File: config.mk
export PLATFORM = sky130hd
export DESIGN_NAME = uart_rx_framer_flat
export DESIGN_NICKNAME = d
export VERILOG_FILES = /design/src/rtl/uart_rx_framer_if.sv /design/src/rtl/uart_rx_framer.sv /design/src/flat_wrapper.sv
export SDC_FILE = /design/constraint.sdc
export NUM_CORES = 1
export LEC_CHECK = 0
export BUFFER_PORTS_ARGS = -buffer_cell sky130_fd_sc_hd__buf_2
export CORE_AREA = 5 5 55 57
export DETAILED_ROUTE_END_ITERATION = 6
export DIE_AREA = 0 0 60 62
export PLACE_DENSITY = 0.74
export SLEW_MARGIN = 20
export SYNTH_ARGS = -nofsm -noshare
export SYNTH_HDL_FRONTEND = slang
export SYNTH_SLANG_ARGS = --single-unit
File: constraint.sdc
create_clock -name clk -period 2.7 [get_ports clk]
set_clock_uncertainty 0.15 [all_clocks]
set_input_delay 0 -clock clk [delete_from_list [all_inputs] [get_ports clk]]
set_output_delay 0 -clock clk [all_outputs]
set_load 0.05 [all_outputs]
File: src/rtl/uart_rx_framer_if.sv
// Output bundle from the UART RX framer to the serial-to-parallel shifter.
// The parity_err signal exists only when UART_RX_PARITY_EN is defined.
`timescale 1ns/1ps

interface uart_rx_framer_if;
  logic ser_bit;
  logic shift_en;
  logic char_receive;
  logic framing_err;
  logic busy;
`ifdef UART_RX_PARITY_EN
  logic parity_err;
`endif

  // Framer drives the strobes.
  modport master (
    output ser_bit,
    output shift_en,
    output char_receive,
    output framing_err,
`ifdef UART_RX_PARITY_EN
    output parity_err,
`endif
    output busy
  );

  // Shifter consumes the strobes.
  modport slave (
    input ser_bit,
    input shift_en,
    input char_receive,
    input framing_err,
`ifdef UART_RX_PARITY_EN
    input parity_err,
`endif
    input busy
  );
endinterface

File: src/rtl/uart_rx_framer.sv
// UART receive framer: synchronises rxd, finds start bits on an oversampled tick,
// emits one shift_en per data bit (LSB first) and a char_receive / framing_err at the stop bit.
// Optional feature macro: UART_RX_PARITY_EN adds an even-parity bit and the parity_err strobe.
`timescale 1ns/1ps

module uart_rx_framer #(
  parameter int unsigned CLK_DIV    = 326,
  parameter int unsigned OVERSAMPLE = 16,
  parameter int unsigned DATA_BITS  = 8
) (
  input  logic             clk,
  input  logic             reset,
  input  logic             rxd,
  uart_rx_framer_if.master bus
);

  localparam int unsigned DivW  = $clog2(CLK_DIV);
  localparam int unsigned TickW = $clog2(OVERSAMPLE);
  localparam int unsigned BitW  = $clog2(DATA_BITS);

  localparam logic [DivW-1:0]  DivMax  = DivW'(CLK_DIV - 1);
  localparam logic [TickW-1:0] TickMax = TickW'(OVERSAMPLE - 1);
  localparam logic [TickW-1:0] HalfMax = TickW'(OVERSAMPLE / 2 - 1);
  localparam logic [BitW-1:0]  BitMax  = BitW'(DATA_BITS - 1);

  typedef enum logic [2:0] {
    StIdle,
    StStart,
    StData,
    StStop,
    StBreak
`ifdef UART_RX_PARITY_EN
    , StParity
`endif
  } state_e;

  state_e           state_q;
  logic             sync_q;
  logic             rx_s;
  logic [DivW-1:0]  div_q;
  logic [TickW-1:0] tick_cnt_q;
  logic [BitW-1:0]  bit_cnt_q;
  logic             tick;
  logic             ser_bit_q;
  logic             shift_en_q;
  logic             char_receive_q;
  logic             framing_err_q;
`ifdef UART_RX_PARITY_EN
  logic             parity_acc_q;
  logic             parity_err_q;
`endif

  // Two-flop synchroniser; resets to the idle-high line level.
  always_ff @(posedge clk or negedge reset) begin
    if (!reset) begin
      sync_q <= 1'b1;
      rx_s   <= 1'b1;
    end else begin
      sync_q <= rxd;
      rx_s   <= sync_q;
    end
  end

  assign tick = (div_q == DivMax);

  // Tick divider, held at zero in IDLE so sampling phase is aligned to the start edge.
  always_ff @(posedge clk or negedge reset) begin
    if (!reset) begin
      div_q <= '0;
    end else if (state_q == StIdle || tick) begin
      div_q <= '0;
    end else begin
      div_q <= div_q + DivW'(1);
    end
  end

  // Frame FSM with registered one-cycle strobes.
  always_ff @(posedge clk or negedge reset) begin
    if (!reset) begin
      state_q        <= StIdle;
      tick_cnt_q     <= '0;
      bit_cnt_q      <= '0;
      ser_bit_q      <= 1'b0;
      shift_en_q     <= 1'b0;
      char_receive_q <= 1'b0;
      framing_err_q  <= 1'b0;
`ifdef UART_RX_PARITY_EN
      parity_acc_q   <= 1'b0;
      parity_err_q   <= 1'b0;
`endif
    end else begin
      shift_en_q     <= 1'b0;
      char_receive_q <= 1'b0;
      framing_err_q  <= 1'b0;
`ifdef UART_RX_PARITY_EN
      parity_err_q   <= 1'b0;
`endif
      unique case (state_q)
        StIdle: begin
          if (!rx_s) begin
            tick_cnt_q <= '0;
            state_q    <= StStart;
          end
        end
        StStart: begin
          if (tick) begin
            if (tick_cnt_q == HalfMax) begin
              // Mid start bit: a high line here means the low pulse was a glitch.
              if (rx_s) begin
                state_q <= StIdle;
              end else begin
                tick_cnt_q   <= '0;
                bit_cnt_q    <= '0;
`ifdef UART_RX_PARITY_EN
                parity_acc_q <= 1'b0;
`endif
                state_q      <= StData;
              end
            end else begin
              tick_cnt_q <= tick_cnt_q + TickW'(1);
            end
          end
        end
        StData: begin
          if (tick) begin
            if (tick_cnt_q == TickMax) begin
              tick_cnt_q   <= '0;
              ser_bit_q    <= rx_s;
              shift_en_q   <= 1'b1;
`ifdef UART_RX_PARITY_EN
              parity_acc_q <= parity_acc_q ^ rx_s;
`endif
              if (bit_cnt_q == BitMax) begin
                bit_cnt_q <= '0;
`ifdef UART_RX_PARITY_EN
                state_q   <= StParity;
`else
                state_q   <= StStop;
`endif
              end else begin
                bit_cnt_q <= bit_cnt_q + BitW'(1);
              end
            end else begin
              tick_cnt_q <= tick_cnt_q + TickW'(1);
            end
          end
        end
`ifdef UART_RX_PARITY_EN
        StParity: begin
          if (tick) begin
            if (tick_cnt_q == TickMax) begin
              tick_cnt_q   <= '0;
              parity_err_q <= parity_acc_q ^ rx_s;
              state_q      <= StStop;
            end else begin
              tick_cnt_q <= tick_cnt_q + TickW'(1);
            end
          end
        end
`endif
        StStop: begin
          if (tick) begin
            if (tick_cnt_q == TickMax) begin
              tick_cnt_q <= '0;
              if (rx_s) begin
                char_receive_q <= 1'b1;
                state_q        <= StIdle;
              end else begin
                framing_err_q <= 1'b1;
                state_q       <= StBreak;
              end
            end else begin
              tick_cnt_q <= tick_cnt_q + TickW'(1);
            end
          end
        end
        StBreak: begin
          // Line held low past the stop bit; wait for it to return high.
          if (rx_s) begin
            state_q <= StIdle;
          end
        end
        default: state_q <= StIdle;
      endcase
    end
  end

  assign bus.ser_bit      = ser_bit_q;
  assign bus.shift_en     = shift_en_q;
  assign bus.char_receive = char_receive_q;
  assign bus.framing_err  = framing_err_q;
  assign bus.busy         = (state_q != StIdle);
`ifdef UART_RX_PARITY_EN
  assign bus.parity_err   = parity_err_q;
`endif

endmodule

File: src/flat_wrapper.sv
// flat-port wrapper written by rule: the top's interface ports become plain ports
module uart_rx_framer_flat 
#(
  parameter int unsigned CLK_DIV    = 326,
  parameter int unsigned OVERSAMPLE = 16,
  parameter int unsigned DATA_BITS  = 8
)
  (clk, reset, rxd, bus_ser_bit, bus_shift_en, bus_char_receive, bus_framing_err, bus_busy);
  uart_rx_framer_if bus_i ();
  input  logic clk;
  input  logic reset;
  input  logic rxd;
  output wire logic [$bits(bus_i.ser_bit)-1:0] bus_ser_bit;
  output wire logic [$bits(bus_i.shift_en)-1:0] bus_shift_en;
  output wire logic [$bits(bus_i.char_receive)-1:0] bus_char_receive;
  output wire logic [$bits(bus_i.framing_err)-1:0] bus_framing_err;
  output wire logic [$bits(bus_i.busy)-1:0] bus_busy;
  assign bus_ser_bit = bus_i.ser_bit;
  assign bus_shift_en = bus_i.shift_en;
  assign bus_char_receive = bus_i.char_receive;
  assign bus_framing_err = bus_i.framing_err;
  assign bus_busy = bus_i.busy;
  uart_rx_framer #(.CLK_DIV(CLK_DIV), .OVERSAMPLE(OVERSAMPLE), .DATA_BITS(DATA_BITS)) u_core (.clk(clk), .reset(reset), .rxd(rxd), .bus(bus_i));
endmodule
==> impl_summary.log <==
INFO  metric run_status = finished, final reports clean
INFO  metric rrSetupSlack = 0.60 ns
INFO  metric cts.root.buffer_cell = sky130_fd_sc_hd__clkbuf_4
INFO  metric power.switching = roughly 130 uW
INFO  metric switching_share = 0.2226
INFO  metric avgSynthCellArea = between 10 and 15 um^2
INFO  metric start_util = 0.5592
INFO  metric timing.critical_path.fanout_max = 7
INFO  metric dr_total_vias = ~1000
INFO  metric core_area = roughly 2400 um^2
INFO  metric num_antenna_cells = 0
INFO  metric layout-area-overhead-vs-synth = 7.176%
INFO  metric worst_slew_pin_slew = about 0.54 ns
INFO  metric critical_path.n_buffers_inverters = 0
INFO  metric synth-simple-area-share = 0.2190
INFO  metric detail_route.drc_violations = 0
INFO  metric power.density = around 390 nW/um^2
INFO  metric num-nets-final = about 150
INFO  metric initialDrtViolationCount = between 60 and 70
INFO  metric category_of_the_worst_setup_path_capture_point = register
INFO  metric dominantRegCellSynth = sky130_fd_sc_hd__dfrtp_1
INFO  metric fmax = 475.5 MHz
INFO  metric largest_family_of_logic_cells_by_synthesized_area = simple AND/OR/NAND/NOR gates
INFO  metric max_cap_violations = 0
INFO  metric synth.mux.area_fraction = 0.04140
INFO  metric yosysWarnings = 0
INFO  metric synth.cell_area = about 1400 um^2
INFO  metric ir_drop = 0.0003090 V
INFO  metric grt_max_degree = 26
INFO  metric timing.critical_path.from_type = register
INFO  metric min_period = around 2.1 ns
INFO  metric final_hold_viol_count = 0
INFO  metric cts-htree-levels = 1
INFO  metric ant_nets = 0
INFO  metric timing.final.setup_violations = 0
INFO  metric yosysTopAreaCell = sky130_fd_sc_hd__dfrtp_1
INFO  metric cp_cell_sequence = ha_1 -> and3_1 -> o211ai_2 -> a211oi_2 -> mux2_4
INFO  metric cts.sinks = 25
INFO  metric post_drt_via_cell_ratio = between 5 and 6
INFO  metric wl = ~2500 um
INFO  metric synth-xor-area-share = 0.05796
INFO  metric synth.lib_cells_used.distinct = 45
INFO  metric final_cell_count_no_fill = approximately 170
INFO  metric clkTransAtPathRegs = 0.15 ns
INFO  metric post-layout-total-power = 567.9 uW
INFO  metric initial_antenna_violation_count = 0
INFO  metric regToRegEndpoint = u_core.bit_cnt_q[0]$_DFFE_PN0P_
INFO  metric cts-buffers-inserted = 3
INFO  metric timing.reg2reg.worst_path_depth = 5
INFO  metric synth-seq-cells = 25
INFO  metric top_cells_by_area_in_the_synthesized_netlist = sky130_fd_sc_hd__dfrtp_1 42%, sky130_fd_sc_hd__nor2_1 5.2%, sky130_fd_sc_hd__ha_1 4.6%, sky130_fd_sc_hd__xnor2_1 4.5%, sky130_fd_sc_hd__dfstp_2 3.9%
INFO  metric share_of_power_burned_in_registers = 0.668
INFO  metric crit_slowest_cell = sky130_fd_sc_hd__dfrtp_1
INFO  metric firstDrtPassIters = 4
INFO  metric power.static_leakage = ~0.00064 uW
INFO  metric synth_async_sr_flop_share = 1.000
INFO  metric post_synthesis_compound_gate_area_fraction = 0.1270
INFO  metric floorplan.rows = 18
INFO  metric cts_tree = done
INFO  metric critical_path_required = 2.77 ns
INFO  metric gr-total-overflow = 0
INFO  metric synth_common_cells = 23 x sky130_fd_sc_hd__dfrtp_1, 19 x sky130_fd_sc_hd__nor2_1, 12 x sky130_fd_sc_hd__nand2_1, 10 x sky130_fd_sc_hd__inv_1
INFO  metric detailed_place.area = between 1000 and 1500 um^2
INFO  metric synth.net_count = 142
INFO  metric fin_crit_sh = 0.7790
INFO  metric die_h = slightly above 60 um
INFO  metric cts_resized = 0
INFO  metric post-place-cells = around 170
INFO  metric rsz_0062_raised_after_global_routing = no
INFO  metric layout-drive-gt1-share = 0.1678
INFO  metric chipWidth = 60 um
INFO  metric grt_pass1_wl = roughly 4400 um
INFO  metric cpPeakStageDelay = between 0.4 and 0.5 ns
INFO  metric num_io_pins = 8
INFO  metric crit_arrival = about 2.2 ns
INFO  metric pins_over_slew_limit = 0
INFO  metric share_of_the_yosys_chip_area_belonging_to_registers = 0.4618
INFO  metric grt_use_total = 0.1575
INFO  metric clockBufferDepth = 2
INFO  metric place_congestion = between 0.8 and 0.9
INFO  metric worst_skew_pair.late_latency = slightly above 0.3 ns
INFO  metric yosysMostFrequentCell = sky130_fd_sc_hd__dfrtp_1
INFO  metric worst_min_delay_path_category = in -> async
INFO  metric critPathKind = reg -> reg
INFO  metric synthCells = 134
INFO  metric place.port_buffers = 7
INFO  metric n_fill_cell = around 220
INFO  metric relSlewSlack = 0.6402
INFO  metric comb_power_share = 0.022
INFO  metric setup_total_negative_slack = 0 ns
INFO  metric synth_largest_type_area_fraction = 0.4232
INFO  metric die_area = approximately 3700 um^2
INFO  metric final_critical_path_setup_slack = around 0.60 ns
INFO  metric synth-edff-count = 0
INFO  metric dpl_worst_slack = between 0.6 and 0.7 ns
INFO  metric reg2reg_from = u_core.tick_cnt_q[0]$_DFFE_PN0P_
INFO  metric clock_power_share = 0.310
INFO  metric vias_in_the_first_global_route = around 990
INFO  metric dp_hpwl = roughly 1800 um
INFO  metric cellInternalPower = 441.5 uW
INFO  metric cpLargestDelayFamily = compound AO/OA/AOI/OAI gates
INFO  metric stdcell_area = about 1500 um^2
INFO  metric yosys.area_share.adder = 0.04600
INFO  metric routed_wire_length_per_instance = around 15 um
registers in the layout, summed over array words and instances (netlist names):
name	count
u_core.bit_cnt_q	3
u_core.bus.char_receive	1
u_core.bus.framing_err	1
u_core.bus.ser_bit	1
u_core.bus.shift_en	1
u_core.div_q	9
u_core.rx_s	1
u_core.state_q	3
u_core.sync_q	1
u_core.tick_cnt_q	4
routing by layer:
metal | up-vias | wire [um] | part of all wire | GRT usage
li1 | 489 | - | - | -
met1 | 481 | 1135 | 0.45 | 0.1875
met2 | 25 | 1268 | 0.50 | 0.2716
met3 | 2 | 103 | 0.041 | 0.02893
met4 | 0 | 24 | 0.0095 | 0.08228
met5 | - | 0 | 0 | 0
stage by stage:
step | util | hold WS (ns)
after floorplan | - | -0.4456
final | 0.5993 | 0.03993
after CTS | 0.5993 | 0.05015
after global routing | 0.5993 | 0.08023
after detailed placement | 0.5782 | -0.1310
after global placement | 0.5782 | -0.1419
repair_timing:
item                      in CTS  in global routing
hold endpoints to repair      26                  0
hold buffers                   2                  0
setup buffers                  0                  0
power groups by stage:
stage	combinational, uW	clock (uW)	sequential, uW
2_1_floorplan	3.75	0	384
3_3_place_gp	10.5	0	386
3_5_place_dp	10.8	0	386
4_1_cts	13.1	185	380
5_1_grt	14.8	205	380
6_report	12.4	176	379
worst max-delay path by stage:
stage	endpoint	start	slack (ns)	cells past startpoint
floorplan	u_core.bit_cnt_q[0]$_DFFE_PN0P_	u_core.tick_cnt_q[0]$_DFFE_PN0P_	0.80	5
finish	u_core.bit_cnt_q[0]$_DFFE_PN0P_	u_core.tick_cnt_q[0]$_DFFE_PN0P_	0.60	5
global placement	u_core.state_q[0]$_DFFE_PN0P_	u_core.div_q[0]$_DFF_PN0_	0.71	5
detailed placement	u_core.bit_cnt_q[0]$_DFFE_PN0P_	u_core.tick_cnt_q[0]$_DFFE_PN0P_	0.64	5
CTS	u_core.bit_cnt_q[0]$_DFFE_PN0P_	u_core.tick_cnt_q[0]$_DFFE_PN0P_	0.62	5
global route	u_core.bit_cnt_q[0]$_DFFE_PN0P_	u_core.tick_cnt_q[0]$_DFFE_PN0P_	0.49	5
kinds of logic after synthesis:
logic type,Yosys count
fa+ha+maj,5
flops,25
mux,5
buf+inv,14
compound gates,21
xor+xnor,9
simple gates,55
cell type report:
cell class              instances  area, um^2  share of cell area
clock inverters                 1       8.758            0.006009
clock buffers                   3       22.52             0.01545
inverters                      10       37.54             0.02575
repair buffers                  9       55.05             0.03777
well taps                      30       37.54             0.02575
multi-input cells              95       668.1              0.4584
flip-flops and latches         25       628.1              0.4309
worst reg2reg max path: stages, from the launching register on:
cell and delay, ns:
sky130_fd_sc_hd__dfrtp_1 0.42, sky130_fd_sc_hd__ha_1 0.28, sky130_fd_sc_hd__and3_1 0.31, sky130_fd_sc_hd__o211ai_2 0.14, sky130_fd_sc_hd__a211oi_2 0.38, sky130_fd_sc_hd__mux2_4 0.33
cells in the final DEF (no fill, tap or decap), types with 3 or more instances in the layout:
cell type,synthesis,layout
sky130_fd_sc_hd__inv_1,10,10
sky130_fd_sc_hd__buf_2,2,7
sky130_fd_sc_hd__clkbuf_4,0,3
sky130_fd_sc_hd__nor2_1,19,19
sky130_fd_sc_hd__nor3_1,4,4
sky130_fd_sc_hd__nand2_1,12,12
sky130_fd_sc_hd__mux2i_1,3,3
sky130_fd_sc_hd__ha_1,5,5
sky130_fd_sc_hd__xnor2_1,7,7
sky130_fd_sc_hd__dfrtp_1,23,23
sky130_fd_sc_hd__nand3_1,7,7
Power figures use the tool's default switching activity.
